==> config.mk <==
export PLATFORM = sky130hd
export DESIGN_NAME = button_debouncer
export DESIGN_NICKNAME = d
export VERILOG_FILES = /design/src/rtl/button_debouncer.sv
export SDC_FILE = /design/constraint.sdc
export NUM_CORES = 1
export LEC_CHECK = 0
export CORE_MARGIN = 2
export CORE_UTILIZATION = 50
export DETAILED_ROUTE_END_ITERATION = 10
export DONT_BUFFER_PORTS = 1
export PLACE_DENSITY = 0.75
export SYNTH_ARGS = -nofsm -noshare
export SYNTH_HDL_FRONTEND = slang
export SYNTH_SLANG_ARGS = --single-unit
==> constraint.sdc <==
create_clock -name clock -period 2.3 [get_ports clock]
set_input_delay 0.46 -clock clock [delete_from_list [all_inputs] [get_ports clock]]
set_output_delay 0.46 -clock clock [all_outputs]
set_load 0.02 [all_outputs]
==> src/rtl/button_debouncer.sv <==
// button_debouncer: two-flop synchronizer plus stability counter that turns a
// bouncing asynchronous push-button into a clean registered level.
// Optional feature macro: DEBOUNCE_EDGE_PULSE_EN adds registered one-cycle
// rise/fall pulses that coincide with the new clean value.
module button_debouncer #(
  parameter int STABLE_CYCLES = 1000000,
  parameter int CNT_WIDTH     = $clog2(STABLE_CYCLES)
) (
  input  logic clock,
  input  logic reset_n,
  input  logic button,
  output logic clean
`ifdef DEBOUNCE_EDGE_PULSE_EN
  ,
  output logic rise,
  output logic fall
`endif
);

  // Terminal count: the mismatch has been seen on STABLE_CYCLES consecutive edges.
  localparam logic [CNT_WIDTH-1:0] CNT_LAST = CNT_WIDTH'(STABLE_CYCLES - 1);

  logic                 sync1_q, sync1_d;
  logic                 sync2_q, sync2_d;
  logic                 clean_q, clean_d;
  logic [CNT_WIDTH-1:0] cnt_q, cnt_d;

`ifdef DEBOUNCE_EDGE_PULSE_EN
  logic rise_q, rise_d;
  logic fall_q, fall_d;
`endif

  // Next-state: synchronizer shift, and qualify a mismatch for STABLE_CYCLES edges.
  always_comb begin
    sync1_d = button;
    sync2_d = sync1_q;
    clean_d = clean_q;
    cnt_d   = '0;
    if (sync2_q != clean_q) begin
      // Any return to the clean level falls through to the default clear above,
      // so a new mismatch always restarts from zero with no partial credit.
      if (cnt_q == CNT_LAST) begin
        clean_d = sync2_q;
      end else begin
        cnt_d = cnt_q + CNT_WIDTH'(1);
      end
    end
`ifdef DEBOUNCE_EDGE_PULSE_EN
    rise_d = clean_d & ~clean_q;
    fall_d = ~clean_d & clean_q;
`endif
  end

  // State registers; reset clears everything immediately, even mid-qualification.
  always_ff @(posedge clock or negedge reset_n) begin
    if (!reset_n) begin
      sync1_q <= 1'b0;
      sync2_q <= 1'b0;
      clean_q <= 1'b0;
      cnt_q   <= '0;
`ifdef DEBOUNCE_EDGE_PULSE_EN
      rise_q  <= 1'b0;
      fall_q  <= 1'b0;
`endif
    end else begin
      sync1_q <= sync1_d;
      sync2_q <= sync2_d;
      clean_q <= clean_d;
      cnt_q   <= cnt_d;
`ifdef DEBOUNCE_EDGE_PULSE_EN
      rise_q  <= rise_d;
      fall_q  <= fall_d;
`endif
    end
  end

  assign clean = clean_q;
`ifdef DEBOUNCE_EDGE_PULSE_EN
  assign rise  = rise_q;
  assign fall  = fall_q;
`endif

endmodule

[After elaboration in Yosys (flattened, before gate mapping)]
Index checks and enable logic that the tools add are counted.
Cells by class
  $add $sub $neg: 1
  equality and inequality tests: 2
  mux-type cells: 2
  reductions and logical operators: 1
Operators by type and width (number)
  20-bit 2-to-1 mux: 2
  20-bit by 1-bit adder with 20-bit output, second input constant: 1
  20-bit equality test, second input constant: 1
  2-bit AND reduction: 1
  1-bit != test: 1
Storage, ports and cells
  bits in registers: 23
  output and inout bits: 1
  logic and storage cells: 10

[Logic depth before layout (Yosys ltp)]
Gate-level depths: netlist of run 1.
  depth in word-level cells: 3
  gate-level depth with buffers: 7
  depth with buffers taken out: 5

[Least setup slack after synthesis of run 1]
No wires, ideal clock.
  path kind: register to register
  start: register cnt_q[12]
  end: register cnt_q[10]
  setup time: 119 ps
  data arrival time: 1858 ps
  slack: 323 ps
  stages on the path, launching flop included: 6
  path buffers: 1
  period minus slack after synthesis: 1977 ps
  cell sequence: dfrtp_1 -> or4_1 -> or4_4 -> o21ai_4 -> buf_6 -> nor2_1
On the way
  longest elaborated chain between the ends: 3
RTL lines
  from (decl): line 26  | logic [CNT_WIDTH-1:0] cnt_q, cnt_d;
  from (signal assigned): line 69  | cnt_q <= cnt_d;
  20-bit equality test: line 42  | if (cnt_q == CNT_LAST) begin
  20-bit 2-to-1 mux: line 42
  20-bit 2-to-1 mux: line 39  | if (sync2_q != clean_q) begin
  net cnt_d[10]: line 26
The timed path passes the listed nets, and every way through them passes these cells.
A chain may end at the register's enable or synchronous reset.

[Worst setup path after layout of run 1]
  start: register cnt_q[12]
  end: register clean_q (netlist: clean)
On the way
  longest elaborated chain between the ends: 2
RTL lines
  20-bit equality test: line 42
  2-bit AND reduction (no source line)
  to (signal assigned): line 68  | clean_q <= clean_d;
  to (decl): line 25  | logic clean_q, clean_d;
No other way between the ends.

==> metrics.yaml, run 1 <==
timing:
  finalCritPeriodShare_pct: 89.05
  fin_crit_ns: 2.048
  finClkSkew_ns: 0.008911
  hold-worst-slack_ns: 0.1745
  relSlewSlack_pct: 32.40
  max_freq_mhz: 488.2
  hold_violations: 0
  setup_viol: 0
  worst_slew_pin_slew_ns: 1.011
  rsz0062_at_grt: "no"
  fin_setup_tns_ns: 0
  slew_violations: 0
yosys:
  synth_top_area_cell: "dfrtp_1"
  postSynthAreaPerCell_um2: 10.08
  postSynthCellCount: 110
  syn-cell-area_um2: 1109
  async_flop_share_pct: 100.0
  ys_ff_latch: 23
  syn_nets: 114
  ys_top_cells_by_count: "dfrtp_1 (23), nor2_1 (22), xnor2_1 (13), inv_1 (7), nand3_1 (6)"
  yosysWarnings: 0
  synth_edf_count: 0
  synth_ff_type: "dfrtp_1"
  synth_area_leaders: "dfrtp_1 (52%), xnor2_1 (10%), nor2_1 (7.4%)"
  synth_top_area_share_pct: 51.92
  synth_seq_area_share_pct: 51.92
  yosysMostFrequentCell: "dfrtp_1"
  ys_types: 27
final_layout:
  final_util_pct: 55.56
  fill_cells: 189
  fin_cells: 143
  drive_above_1_share_pct: 10.43
  nets: 120
  n_antenna_cell: 0
  synthToLayoutAreaGrowth_pct: 7.675
floorplanning:
  fp.dieH_um: 51.09
  die_w_um: 51.09
  start_util_pct: 51.60
  core_um2: 2148
  num_io_pins: 4
  placementRows: 17
  design.die.area_um2: 2610
route:
  first_pass_iters: 4
  drtIter0Drc: 12
  avgRoutedWirePerCell_um: 13.72
  vias: 794
  drt_wl_total_um: 1962
  antenna_left: 0
  drc: 0
  vias_per_cell: 5.552
cts:
  htree_levels: 1
  cts_tree: "done"
  cts_root_buffer: "clkbuf_4"
  worstSkewPairLatency_ns: 0.31
  cts_buffer_depth: 2
  clkTransAtPathRegs_ns: 0.11
  cts.sinks: 23
  numCtsBuffers: 3
place:
  hpwl_um: 1383
  placed_cells: 138
  numPortBuffers: 0
  gp_congestion: 0.8629
global_route:
  overflow: 0
  grt_pass1_vias: 770
  antenna_found_initial: 0
  grt_pass1_wl_um: 3367
  gr-usage-all-layers_pct: 17.64
  grt_start_max_net_pins: 24
worst_setup_path:
  worstPathMaxFanout: 5
  endpoint_kind: "register"
  worstPathArrival_ns: 2.25
  crit_buf_inv: 0
  critical_path.max_stage_delay_ns: 0.52
  worst_setup_path_start_kind: "register"
  reg2reg_from: "cnt_q[12]"
  crit_chain: "or4_1 > or4_4 > nor2_1 > mux2_2"
  critPathTopFamily: "simple AND/OR/NAND/NOR gates"
  critPathKind: "reg -> reg"
  cp.required_ns: 2.50
  cp_slowest_cell: "or4_1"
  cp-startpoint: "cnt_q[12]"
power_and_ir_drop:
  power_mw: 0.6242
  p_leak_nw: 0.4637
  power.internal_mw: 0.4849
  p_sw_mw: 0.1393
  switching_share_pct: 22.31
  power.share.combinational_pct: 4.4
  clkPwrFrac_pct: 29.0
  powerDensity_nw_per_um2: 523.0
  peakVddDrop_mv: 0.3613
  seq_power_share_pct: 66.6
worst_hold_path:
  hold_path_class: "in -> reg"
  min_from: "button"
run_status:
  status: "complete, no violations"
run:
  drv_cap: 0
## final timing paths
path | to | slack [ns] | cells past startpoint
hold reg to reg | sync2_q | 0.38 | 0
hold / removal | sync1_q | 0.17 | 0
min in group asynchronous | cnt_q[17] | 0.76 | 1
setup / recovery | clean | 0.25 | 4
max in group asynchronous | cnt_q[4] | 0.93 | 1
setup reg to reg | clean | 0.25 | 4
## power groups by stage
stage          Clock (mW)  Combinational (mW)  Sequential [mW]
5_1_grt             0.211              0.0322            0.416
3_3_place_gp            0              0.0185            0.423
3_5_place_dp            0              0.0196            0.424
6_report            0.181              0.0277            0.416
4_1_cts             0.191              0.0290            0.416
2_1_floorplan           0              0.0139            0.422
## timing repair
action / in CTS / in global routing
buffers inserted: 0 / 0
gates resized for setup: 0 / 0
hold buffers: 1 / 0
endpoints found under the hold margin: 23 / 0
## kinds of logic (layout without fill, tap and decap cells)
| kind of cell | count (synthesis) | count (layout) | synth area share [%] |
|---|---|---|---|
| xor gates and xnor gates | 16 | 16 | 12.64 |
| DFF | 23 | 23 | 51.92 |
| adders and majority gates | 1 | 1 | 1.128 |
| and+or+nand+nor | 54 | 54 | 24.94 |
| AOI/OAI and AO/OA | 6 | 6 | 4.628 |
| buffers and inverters | 9 | 14 | 3.725 |
| muxes | 1 | 1 | 1.016 |
## cell type report
type / count / area, um2 / share of cell area, %
Clock buffer: 3 / 22.52 / 1.887
Clock inverter: 1 / 5.005 / 0.4193
Inverter: 7 / 26.28 / 2.201
Multi-Input combinational cell: 78 / 491.7 / 41.20
Sequential cell: 23 / 575.6 / 48.22
Tap cell: 28 / 35.03 / 2.935
Timing Repair Buffer: 3 / 37.54 / 3.145
## placed cells by master (no fill, tap or decap)
cell           count
o21ai_0            1
and3_1             1
mux2_2             1
clkbuf_4           3
buf_12             1
a21oi_1            2
nand3b_1           1
or4_4              1
nand3_1            6
nand2_1            3
xnor2_1           13
clkinv_2           1
buf_4              1
o21ai_4            1
dlygate4sd3_1      1
o221a_2            1
nor4_1             5
nor2_1            22
inv_1              7
ha_1               1
xor2_1             3
a31o_2             1
or2_2              1
nor3b_1            1
or3_1              1
or4_1              2
or4b_1             1
nand4_1            5
dfrtp_1           23
nor3_1             4
## sequential cells by signal (all words and copies together) (netlist names)
signal / cells
sync2_q: 1
cnt_q: 20
sync1_q: 1
clean: 1
## stage by stage
step,cell area [um2],worst slack [ns]
floorplan,1109,0.3231
global placement,1156,0.2924
detailed placement,1156,0.2611
CTS,1194,0.2421
global route,1194,0.1788
finish,1194,0.2518
## per-layer routing
layer	routed length [um]	vias up	global-route usage, %
li1	-	390	-
met5	0	-	0
met4	16	0	11.26
met1	905	397	22.67
met2	1006	5	27.27
met3	33	2	3.216
(Power assumes the default switching activity.)
==> inputs of run 2 (changes only) <==
HOLD_SLACK_MARGIN = 0.02   (was not set)
==> results of run 2 <==
Same layout as run 1: the final DEF is identical, and so are final timing and power.
==> inputs of run 3 (changes only) <==
ABC_AREA = 0   (was not set)
==> results of run 3 <==
Same layout as run 1: the final DEF is identical, and so are final timing and power.
